**src/rtl/bp_me_mem_cmd_mux_pkg.sv**
```systemverilog
// Memory message layout and helpers shared by the command mux,
// its round-robin arbiter and its order FIFO.
package bp_me_mem_cmd_mux_pkg;

    localparam int paddr_width_p     = 40;
    localparam int cce_block_width_p = 64;
    localparam int lce_id_width_p    = 4;
    localparam int lce_assoc_p       = 8;

    typedef enum logic [3:0] {
        e_mem_msg_rd      = 4'b0000,
        e_mem_msg_wr      = 4'b0001,
        e_mem_msg_uc_rd   = 4'b0010,
        e_mem_msg_uc_wr   = 4'b0011,
        e_mem_msg_pre     = 4'b0100
    } bp_mem_msg_e;

    typedef struct packed {
        logic [lce_id_width_p-1:0]      lce_id;
        logic [$clog2(lce_assoc_p)-1:0] way_id;
    } bp_mem_payload_s;

    typedef struct packed {
        logic [cce_block_width_p-1:0] data;
        bp_mem_payload_s              payload;
        logic [2:0]                   size;
        logic [paddr_width_p-1:0]     addr;
        bp_mem_msg_e                  msg_type;
    } bp_mem_msg_s;

    localparam int cce_mem_msg_width_lp = $bits(bp_mem_msg_s);

    // clog2 that never collapses to a zero-width index
    function automatic int min1_clog2(input int n);
        return (n <= 1) ? 1 : $clog2(n);
    endfunction

endpackage

```
**src/rtl/bp_me_mem_cmd_mux_arb.sv**
```systemverilog
// Round-robin arbiter: searches from last winner + 1 and only moves
// its pointer on a handshake, so a stalled grant holds still.
module bp_me_rr_arb
    import bp_me_mem_cmd_mux_pkg::*;
#(
    parameter int num_req_p = 2,
    localparam int id_width_lp = min1_clog2(num_req_p)
) (
    input  logic                   clk_i,
    input  logic                   reset_i,
    input  logic [num_req_p-1:0]   reqs_i,
    input  logic                   yumi_i,
    output logic [id_width_lp-1:0] grant_id_o,
    output logic                   grant_v_o
);

    logic [id_width_lp-1:0] last_r;
    int                     idx;

    // first requester after the last winner, wrapping around
    always_comb begin
        grant_id_o = '0;
        grant_v_o  = 1'b0;
        idx        = 0;
        for (int i = 1; i <= num_req_p; i++) begin
            idx = int'(last_r) + i;
            if (idx >= num_req_p) idx = idx - num_req_p;
            if (!grant_v_o && reqs_i[idx]) begin
                grant_v_o  = 1'b1;
                grant_id_o = id_width_lp'(idx);
            end
        end
    end

    // last winner; reset value gives channel 0 first priority
    always_ff @(posedge clk_i or posedge reset_i) begin
        if (reset_i) last_r <= id_width_lp'(num_req_p - 1);
        else if (yumi_i) last_r <= grant_id_o;
    end

endmodule

```
**src/rtl/bp_me_mem_cmd_mux_fifo.sv**
```systemverilog
// Small order FIFO remembering which channel issued each in-flight
// command; occupancy counter resolves the full/empty pointer ambiguity.
module bsg_fifo_1r1w_small
    import bp_me_mem_cmd_mux_pkg::*;
#(
    parameter int width_p = 1,
    parameter int els_p   = 4
) (
    input  logic               clk_i,
    input  logic               reset_i,
    input  logic               v_i,
    output logic               ready_o,
    input  logic [width_p-1:0] data_i,
    output logic               v_o,
    output logic [width_p-1:0] data_o,
    input  logic               yumi_i
);

    localparam int ptr_width_lp = min1_clog2(els_p);
    localparam int occ_width_lp = $clog2(els_p + 1);

    logic [width_p-1:0]      mem_r [els_p];
    logic [ptr_width_lp-1:0] rptr_r;
    logic [ptr_width_lp-1:0] wptr_r;
    logic [occ_width_lp-1:0] occ_r;
    logic                    enq;
    logic                    deq;

    // ready depends only on stored occupancy: no dequeue-to-enqueue path
    assign ready_o = (occ_r != occ_width_lp'(els_p));
    assign v_o     = (occ_r != '0);
    assign enq     = v_i & ready_o;
    assign deq     = yumi_i & v_o;
    assign data_o  = mem_r[rptr_r];

    function automatic logic [ptr_width_lp-1:0] ptr_inc(
        input logic [ptr_width_lp-1:0] p
    );
        if (p == ptr_width_lp'(els_p - 1)) return '0;
        return p + ptr_width_lp'(1);
    endfunction

    // storage array, written at the tail on enqueue
    always_ff @(posedge clk_i) begin
        if (enq) mem_r[wptr_r] <= data_i;
    end

    // pointers and occupancy
    always_ff @(posedge clk_i or posedge reset_i) begin
        if (reset_i) begin
            rptr_r <= '0;
            wptr_r <= '0;
            occ_r  <= '0;
        end else begin
            if (enq) wptr_r <= ptr_inc(wptr_r);
            if (deq) rptr_r <= ptr_inc(rptr_r);
            if (enq & ~deq) occ_r <= occ_r + occ_width_lp'(1);
            else if (deq & ~enq) occ_r <= occ_r - occ_width_lp'(1);
        end
    end

endmodule

```
**src/rtl/bp_me_mem_cmd_mux.sv**
```systemverilog
// N-channel memory command merger with in-order response routing,
// global/per-channel outstanding limits and sticky protocol error.
module bp_me_mem_cmd_mux
    import bp_me_mem_cmd_mux_pkg::*;
#(
    parameter int num_channels_p    = 2,
    parameter int max_outstanding_p = 8,
    parameter int channel_credits_p = 4,
    parameter int mem_msg_width_p   = cce_mem_msg_width_lp,
    localparam int chid_width_lp    = min1_clog2(num_channels_p),
    localparam int cred_width_lp    = $clog2(channel_credits_p + 1)
) (
    input  logic                                      clk_i,
    input  logic                                      reset_i,
    input  logic [num_channels_p*mem_msg_width_p-1:0] ch_mem_cmd_i,
    input  logic [num_channels_p-1:0]                 ch_mem_cmd_v_i,
    output logic [num_channels_p-1:0]                 ch_mem_cmd_ready_o,
    output logic [mem_msg_width_p-1:0]                ch_mem_resp_o,
    output logic [num_channels_p-1:0]                 ch_mem_resp_v_o,
    input  logic [num_channels_p-1:0]                 ch_mem_resp_yumi_i,
    output logic [num_channels_p-1:0]                 ch_credits_full_o,
    output logic [num_channels_p-1:0]                 ch_credits_empty_o,
    output logic [mem_msg_width_p-1:0]                mem_cmd_o,
    output logic                                      mem_cmd_v_o,
    input  logic                                      mem_cmd_ready_i,
    input  logic [mem_msg_width_p-1:0]                mem_resp_i,
    input  logic                                      mem_resp_v_i,
    output logic                                      mem_resp_yumi_o,
    output logic                                      error_o
);

    logic [cred_width_lp-1:0] count_r [num_channels_p];
    logic [num_channels_p-1:0] eligible;
    logic [num_channels_p-1:0] head_oh;
    logic [num_channels_p-1:0] inc;
    logic [num_channels_p-1:0] dec;
    logic [chid_width_lp-1:0]  grant;
    logic                      grant_v;
    logic                      cmd_hs;
    logic                      fifo_ready;
    logic                      fifo_v;
    logic [chid_width_lp-1:0]  head;
    logic                      error_r;
    logic                      error_set;

    // a channel may compete only with a free credit and FIFO space
    always_comb begin
        eligible = '0;
        for (int c = 0; c < num_channels_p; c++) begin
            eligible[c] = ~reset_i & ch_mem_cmd_v_i[c] & fifo_ready
                & (count_r[c] < cred_width_lp'(channel_credits_p));
        end
    end

    bp_me_rr_arb #(
        .num_req_p (num_channels_p)
    ) arb (
        .clk_i      (clk_i),
        .reset_i    (reset_i),
        .reqs_i     (eligible),
        .yumi_i     (cmd_hs),
        .grant_id_o (grant),
        .grant_v_o  (grant_v)
    );

    assign mem_cmd_v_o = grant_v;
    assign cmd_hs      = grant_v & mem_cmd_ready_i;

    // command mux and ready fan-out to the granted channel only
    always_comb begin
        mem_cmd_o          = '0;
        ch_mem_cmd_ready_o = '0;
        inc                = '0;
        for (int c = 0; c < num_channels_p; c++) begin
            if (grant == chid_width_lp'(c)) begin
                mem_cmd_o = ch_mem_cmd_i[c*mem_msg_width_p +: mem_msg_width_p];
                ch_mem_cmd_ready_o[c] = eligible[c] & mem_cmd_ready_i;
                inc[c] = cmd_hs;
            end
        end
    end

    bsg_fifo_1r1w_small #(
        .width_p (chid_width_lp),
        .els_p   (max_outstanding_p)
    ) order_fifo (
        .clk_i   (clk_i),
        .reset_i (reset_i),
        .v_i     (cmd_hs),
        .ready_o (fifo_ready),
        .data_i  (grant),
        .v_o     (fifo_v),
        .data_o  (head),
        .yumi_i  (mem_resp_yumi_o)
    );

    // response steering to the channel at the FIFO head
    always_comb begin
        head_oh = '0;
        for (int c = 0; c < num_channels_p; c++) begin
            head_oh[c] = fifo_v & (head == chid_width_lp'(c));
        end
    end

    assign ch_mem_resp_o   = mem_resp_i;
    assign ch_mem_resp_v_o = mem_resp_v_i ? head_oh : '0;
    assign mem_resp_yumi_o = |(ch_mem_resp_yumi_i & ch_mem_resp_v_o);
    assign dec             = mem_resp_yumi_o ? head_oh : '0;

    // per-channel in-flight counters; issue and retire together cancel
    for (genvar c = 0; c < num_channels_p; c++) begin : g_cred
        always_ff @(posedge clk_i or posedge reset_i) begin
            if (reset_i) begin
                count_r[c] <= '0;
            end else if (inc[c] & ~dec[c]) begin
                count_r[c] <= count_r[c] + cred_width_lp'(1);
            end else if (dec[c] & ~inc[c]) begin
                count_r[c] <= count_r[c] - cred_width_lp'(1);
            end
        end

        assign ch_credits_full_o[c]  =
            (count_r[c] == cred_width_lp'(channel_credits_p));
        assign ch_credits_empty_o[c] = (count_r[c] == '0);
    end

    assign error_set = (mem_resp_v_i & ~fifo_v)
                     | (|(ch_mem_resp_yumi_i & ~head_oh));

    // sticky protocol error flag
    always_ff @(posedge clk_i or posedge reset_i) begin
        if (reset_i) error_r <= 1'b0;
        else if (error_set) error_r <= 1'b1;
    end

    assign error_o = error_r;

endmodule
```
**config.mk**
```make
export PLATFORM = sky130hd
export DESIGN_NAME = bp_me_mem_cmd_mux
export DESIGN_NICKNAME = d
export VERILOG_FILES = /design/src/rtl/bp_me_mem_cmd_mux_pkg.sv /design/src/rtl/bp_me_mem_cmd_mux_arb.sv /design/src/rtl/bp_me_mem_cmd_mux_fifo.sv /design/src/rtl/bp_me_mem_cmd_mux.sv
export SDC_FILE = /design/constraint.sdc
export NUM_CORES = 1
export LEC_CHECK = 0
export ABC_CLOCK_PERIOD_IN_PS = 5550
export BUFFER_PORTS_ARGS = -buffer_cell sky130_fd_sc_hd__buf_2
export CORE_AREA = 2 2 236 238
export CTS_CLUSTER_SIZE = 20
export DETAILED_ROUTE_END_ITERATION = 8
export DIE_AREA = 0 0 238 240
export PLACE_DENSITY_LB_ADDON = 0.15
export SYNTH_ARGS = -nofsm -noshare
export SYNTH_HDL_FRONTEND = slang
export SYNTH_HIERARCHICAL = 1
export SYNTH_SLANG_ARGS = --single-unit
```
**constraint.sdc**
```tcl
create_clock -name clk_i -period 5.55 [get_ports clk_i]
set_input_delay 0.555 -clock clk_i [delete_from_list [all_inputs] [get_ports clk_i]]
set_output_delay 0.555 -clock clk_i [all_outputs]
set_load 0.1 [all_outputs]
```
Word level (Yosys, flattened, before mapping)
Memories as Yosys holds them, arrays and structs flattened.
Cells that the tools add are included.
Operators by class
  $lt $le $gt $ge: 6
  reduce and logical (&&, ||, !) cells: 10
  bitwise gates (word level): 33
  muxes and demuxes: 35
  add/sub/neg operators: 12
  equal/unequal tests: 5
Operators by type and width (number)
  118-bit 2-to-1 mux: 1
  32-bit by 3-bit >= comparator with 1-bit output (second input constant): 2
  32-bit by 3-bit less-than comparator with 1-bit output (second input constant): 2
  32-bit 2-to-1 mux: 2
  32-bit by 3-bit subtractor with 32-bit output (second input constant): 2
  3-bit 2-to-1 mux: 8
  1-bit AND: 20
  1-bit 2-to-1 mux: 20
  3-bit by 1-bit adder with 3-bit output (second input constant): 4
  3-bit equality test (second input constant): 4
  1-bit inverter: 9
  4-bit 2-to-1 mux: 2
  3-bit zero test: 2
  3-bit less-than comparator (second input constant): 2
  2-bit nonzero test: 3
  3-bit by 1-bit subtractor with 3-bit output (second input constant): 2
  4-bit by 1-bit adder with 4-bit output (second input constant): 1
  2-bit AND: 2
  2-bit 2-to-1 mux: 2
  4-bit inequality test (second input constant): 1
  4-bit nonzero test: 1
  2-bit OR reduction: 2
  4-bit by 1-bit subtractor with 4-bit output (second input constant): 1
  1-bit by 2-bit adder with 3-bit output (second input constant): 1
  other kinds (5): 5
Storage, ports and cells
  logic and storage cells: 109
  RAM bits: 8
  memories: 1
  output and inout port bits: 247
  input bits: 362
  flip-flop bits (word level): 18
Memory list
  order_fifo.mem_r: depth 8, width 1, rd ports 1, clocked after Yosys merged registers in 0, wr ports 1, line bp_me_mem_cmd_mux_fifo.sv:22  | logic [width_p-1:0] mem_r [els_p];

Logic depth before layout (Yosys ltp)
  depth after elaboration: 17
  depth in mapped cells: 13
  mapped depth without buffers: 12

Cells and area by module
The synthesis kept the hierarchy.
Modules (own cells, without submodules)
  bp_me_mem_cmd_mux: area each 2884.0 µm², instances 1, cells an instance 301, seq. area each 175.2 µm²
  bsg_fifo_1r1w_small: area each 996.0 µm², instances 1, cells an instance 74, seq. area each 490.5 µm²
  bp_me_rr_arb: area each 62.6 µm², instances 1, cells an instance 5, seq. area each 26.3 µm²

Worst setup path after synthesis
Ideal clock, no wire load.
  path type: reg2out
  from: register order_fifo.occ_r[0]
  to: output port ch_mem_cmd_ready_o[0]
  buffers on the path: 3
  setup slack: 1.132 ns
  required time: 4.995 ns
  arrival: 3.863 ns
  cell stages (with the launch flop): 8
  cells stage by stage: dfrtp_1 > or4b_4 > nor4bb_1 > a21boi_2 > buf_4 > buf_6 > buf_6 > nor3_1
On the way
  longest elaborated chain between the ends: 11
  elaborated cells on any way between the ends: 18
  those cells by class: 1 x eq/ne; 10 x mux; 5 x bitwise; 2 x reduce/logical
RTL lines
  start, declared: line bp_me_mem_cmd_mux_fifo.sv:25  | logic [occ_width_lp-1:0] occ_r;
  start signal, assigned: line bp_me_mem_cmd_mux_fifo.sv:57  | if (enq & ~deq) occ_r <= occ_r + occ_width_lp'(1);
  start signal, assigned: line bp_me_mem_cmd_mux_fifo.sv:58  | else if (deq & ~enq) occ_r <= occ_r - occ_width_lp'(1);
  4-bit inequality test (*): line bp_me_mem_cmd_mux_fifo.sv:30  | assign ready_o = (occ_r != occ_width_lp'(els_p));
  via fifo_ready: line bp_me_mem_cmd_mux.sv:40  | logic fifo_ready;
  1-bit AND (*): line bp_me_mem_cmd_mux.sv:50  | eligible[c] = ~reset_i & ch_mem_cmd_v_i[c] & fifo_ready
  1-bit AND (*): line bp_me_mem_cmd_mux.sv:51  | & (count_r[c] < cred_width_lp'(channel_credits_p));
  via eligible[1]: line bp_me_mem_cmd_mux.sv:33  | logic [num_channels_p-1:0] eligible;
  1-bit 2-to-1 mux (not written as such) (3 in a row): line bp_me_mem_cmd_mux_arb.sv:28  | if (!grant_v_o && reqs_i[idx]) begin
  1-bit 2-to-1 mux: line bp_me_mem_cmd_mux_arb.sv:28
  1-bit zero test: line bp_me_mem_cmd_mux_arb.sv:28
  1-bit logical AND: line bp_me_mem_cmd_mux_arb.sv:28
  1-bit 2-to-1 mux (*): line bp_me_mem_cmd_mux_arb.sv:28
  via grant: line bp_me_mem_cmd_mux.sv:37  | logic [chid_width_lp-1:0] grant;
  1-bit 2-to-1 mux (*): line bp_me_mem_cmd_mux.sv:75  | if (grant == chid_width_lp'(c)) begin
  end, declared: line bp_me_mem_cmd_mux.sv:17  | output logic [num_channels_p-1:0] ch_mem_cmd_ready_o,
Mark *: on every way through the listed nets, which the timed path passes. The rest lies on a longest branch. The select of a mux whose other input is x is not followed.

Final worst setup path
  from: register order_fifo.occ_r[0]
  to: output port mem_cmd_o[6]
On the way
  longest elaborated chain between the ends: 11
  elaborated cells on any way between the ends: 17
  those cells by class: 1 x eq/ne; 10 x mux; 4 x bitwise; 2 x reduce/logical
RTL lines
  4-bit inequality test (*): line bp_me_mem_cmd_mux_fifo.sv:30
  via fifo_ready: line bp_me_mem_cmd_mux.sv:40
  1-bit AND (*): line bp_me_mem_cmd_mux.sv:50
  1-bit AND (*): line bp_me_mem_cmd_mux.sv:51
  via eligible[0]: line bp_me_mem_cmd_mux.sv:33
  1-bit 2-to-1 mux (not written as such) (3 in a row): line bp_me_mem_cmd_mux_arb.sv:28
  1-bit 2-to-1 mux: line bp_me_mem_cmd_mux_arb.sv:28
  1-bit zero test: line bp_me_mem_cmd_mux_arb.sv:28
  1-bit logical AND: line bp_me_mem_cmd_mux_arb.sv:28
  1-bit 2-to-1 mux (*): line bp_me_mem_cmd_mux_arb.sv:28
  via grant: line bp_me_mem_cmd_mux.sv:37
  118-bit 2-to-1 mux (*): line bp_me_mem_cmd_mux.sv:75
  end, declared: line bp_me_mem_cmd_mux.sv:23  | output logic [mem_msg_width_p-1:0] mem_cmd_o,
Marked as above.

==> out/results.tsv <==
stage	metric	value	unit
timing	Slew HR	51.2	%
drt	DR vias/cell	2.78	
power_and_ir_drop	Clock power frac	8.4	%
clock_tree	CTS Buf Count	3	
cells_and_area	fin nets	1001	
setup_path	Required @ worst endpoint	4.99	ns
setup_path	critical path launch point type	register	
global_routing	first-pass GRT wire length	29800	um
clock_tree	Clock Latency Late Sink	0.27	ns
setup_path	worst r2r path cells	12	
timing	Post-Route Setup TNS	0	ns
clock_tree	Max clock buf depth	2	
timing	clk_skew	0.00422	ns
cells_and_area	P&R area growth vs syn	47.9	%
timing	final period utilization	69.5	%
clock_tree	H-tree levels	1	
die	initial core utilization	7.21	%
setup_path	CP top delay family	simple AND/OR/NAND/NOR gates	
die	Core Rows	86	
drt	wire length on met3	2820	um
global_routing	vias in the first global route	3832	
clock_tree	number of buffers added for setup after CTS	0	
timing	setup violators final	0	
cells_and_area	proportion of layout cells with a drive suffix above 1	82.1	%
die	Die Y	240	um
drt	post-route ant nets	0	
setup_path	Worst path slowest cell	or4b_4	
power_and_ir_drop	internal power	0.937	mW
die	Core Region	54700	um2
power_and_ir_drop	NetSw	1.66	mW
synthesis	asr flop ratio synth	69.2	%
timing	achievable clock frequency	0.259	GHz
drt	via count	3699	
drt	Met1 Wirelength	7100	um
clock_tree	Worst-path clk slew	0.07	ns
setup_path	critical path class	register to primary output	
synthesis	Syn Area/Cell	10.4	um2
power_and_ir_drop	Pwr Density	445	nW/um2
clock_tree	CTS tree	yes	
timing	Period minus WS final	3.86	ns
setup_path	R2R setup slack	2.00	ns
clock_tree	cts hold-fix bufs	0	
cells_and_area	fill cell count	6416	
die	die width	238	um
placed_design	Post-Place Cell Area	5720	um2
drt	Total Routed Length	23800	um
setup_path	critical path buffer and inverter count	2	
cells_and_area	multi-input logic area	2210	um2
synthesis	EDFF count, synth	8	
synthesis	Synth Flop Type	dfrtp_1	
placed_design	GPL Wtd Cong	0.814	
placed_design	DP HPWL	21700	um
power_and_ir_drop	VDD IR max	157	uV
global_routing	largest net degree at the start of global routing	59	
setup_path	Worst Setup End Kind	primary output	
run	Max-Cap Viols	0	
power_and_ir_drop	Sequential Power Share	14.3	%
clock_tree	# resized after CTS	0	
setup_path	biggest fanout along the worst timing path	58	
power_and_ir_drop	combinational share of power	77.3	%
power_and_ir_drop	switch share	63.9	%
drt	iteration-0 DRC count of the detailed router	79	
drt	DRT Pass-1 Iters	4	
synthesis	Ys Warns	6	
setup_path	Cell Chain, Critical Path	or4b_4 -> and3_1 -> a21boi_4 -> buf_12 -> mux2_2 -> buf_2	
synthesis	part of the Yosys area used for sequential elements	17.5	%
synthesis	synthesized area	3940	um2
setup_path	CP Data Arrival Time	3.30	ns
clock_tree	clk sinks	26	
synthesis	Synth cell types	46	
cells_and_area	final instance area	5830	um2
setup_path	RR Startpoint	order_fifo/occ_r[0]$_DFFE_PP0P_	
drt	met2 WL	13400	um
setup_path	reg2reg end	order_fifo/occ_r[3]$_DFFE_PP0P_	
clock_tree	CTS root buffer	clkbuf_16	
cells_and_area	Register Area	692	um2
placed_design	PortBufs	372	
global_routing	GRT Util Overall	7.59	%
cells_and_area	Post-Layout Cell Count	1331	
global_routing	global route overflow	0	
timing	RSZ-0062 raised after global routing	false	
timing	Hold Fails Final Rpt	0	
power_and_ir_drop	Leak	2.66	nW
drt	DR top layer	met4	
placed_design	placed insts	1326	
synthesis	Mapped Nets	754	
hold_path	Min-Delay Path Class	input port to async pin	
drt	DRC viols	0	
setup_path	critical path's largest stage delay	0.62	ns
timing	Worst-Margin Slew	0.731	ns
global_routing	antenna violations before repair	1	
die	Die ar.	57100	um2
status	status	finished, final reports clean	
synthesis	Post-Syn Instances	380	
timing	Slew Viols, Final	0	
synthesis	Synth Register Bits	26	
drt	Avg WL per Cell	17.9	um
die	I/O pins	609	
[cell type report]
| type | count | area share, % |
|---|---|---|
| multi-input cells | 214 | 38.0 |
| repair buffers | 375 | 32.8 |
| well taps | 704 | 15.1 |
| flip-flops and latches | 26 | 11.9 |
| clock buffers | 3 | 1.29 |
| clock inverters | 1 | 0.515 |
| inverters | 7 | 0.451 |
| diodes | 1 | 0.0429 |
[cells in the final DEF, fill, tap and decap left out, types with 4 or more instances in the layout]
master,n
mux2_1,5
dfrtp_1,17
mux2_2,110
xor2_1,4
mux2_4,14
nor2_1,11
xnor2_1,4
buf_2,372
nand2_1,7
nor3_1,7
ha_1,9
edfxtp_1,8
inv_1,7
[cells in the mapped netlist (all sizes together) (4+ instances only)]
master	number	area, um2
edfxtp	8	240
mux2	129	1510
nand2	9	57.6
ha	9	113
xnor2	4	35.0
dfrtp	17	425
nor3	7	35.0
nor2	11	41.3
buf	132	1010
inv	7	26.3
xor2	4	35.0
[how the worst max path moves through the flow]
stage	startpoint	to	slack, ns	cells after the start
6_report	order_fifo/occ_r[0]$_DFFE_PP0P_	mem_cmd_o[6]	1.69	6
5_1_grt	order_fifo/occ_r[0]$_DFFE_PP0P_	mem_cmd_o[10]	1.51	6
3_5_place_dp	order_fifo/occ_r[0]$_DFFE_PP0P_	mem_cmd_o[90]	1.93	6
4_1_cts	order_fifo/occ_r[0]$_DFFE_PP0P_	mem_cmd_o[90]	1.62	6
3_3_place_gp	order_fifo/occ_r[0]$_DFFE_PP0P_	mem_cmd_o[7]	1.95	6
2_1_floorplan	order_fifo/occ_r[0]$_DFFE_PP0P_	ch_mem_cmd_ready_o[0]	1.13	7
[metrics by stage]
step / setup slack (ns) / utilization, % / total power, mW / hold WS (ns)
3_5_place_dp: 1.93 / 10.5 / 2.40 / 0.462
5_1_grt: 1.51 / 10.7 / 2.73 / 0.307
4_1_cts: 1.62 / 10.7 / 2.63 / 0.294
3_3_place_gp: 1.95 / 10.5 / 2.41 / 0.482
6_report: 1.69 / 10.7 / 2.60 / 0.287
2_1_floorplan: 1.13 / - / 2.47 / 0.358
[power by group through the flow]
stage | sequential [mW] | combinational (mW) | clock [mW]
2_1_floorplan | 0.346 | 2.12 | 0
3_3_place_gp | 0.381 | 2.03 | 0
3_5_place_dp | 0.378 | 2.02 | 0
4_1_cts | 0.374 | 2.03 | 0.229
5_1_grt | 0.389 | 2.11 | 0.236
6_report | 0.371 | 2.01 | 0.218
[state kept, by name (all words and copies together) (netlist names)]
register,cells
order_fifo/mem_r,8
count_r,6
order_fifo/occ_r,4
order_fifo/rptr_r,3
order_fifo/wptr_r,3
arb/last_r,1
error_o,1
[logic make-up after synthesis]
family	after synthesis	synth area share, %
DFF	26	17.6
buffers and inverters	140	26.5
muxes	133	39.8
adders and majority gates	12	4.38
and+or+nand+nor	53	8.38
AOI/OAI and AO/OA	8	1.59
xor gates and xnor gates	8	1.78
[worst reg2reg max path: stages, from the launching register on]
cell and delay (ns):
dfrtp_1 0.45, or4b_4 0.63, and3_1 0.22, or2_1 0.25, and2_1 0.28, nand2_8 0.14
inv_1 0.05, ha_1 0.25, inv_1 0.16, ha_1 0.31, or4_1 0.48, nand3_1 0.10
o221ai_1 0.11
[per-layer routing]
layer	vias to the layer above	global-route usage, %
met5	-	0
met1	1627	6.76
met2	348	15.1
met3	23	3.67
li1	1701	-
met4	0	1.89
Power figures use the tool's default switching activity.
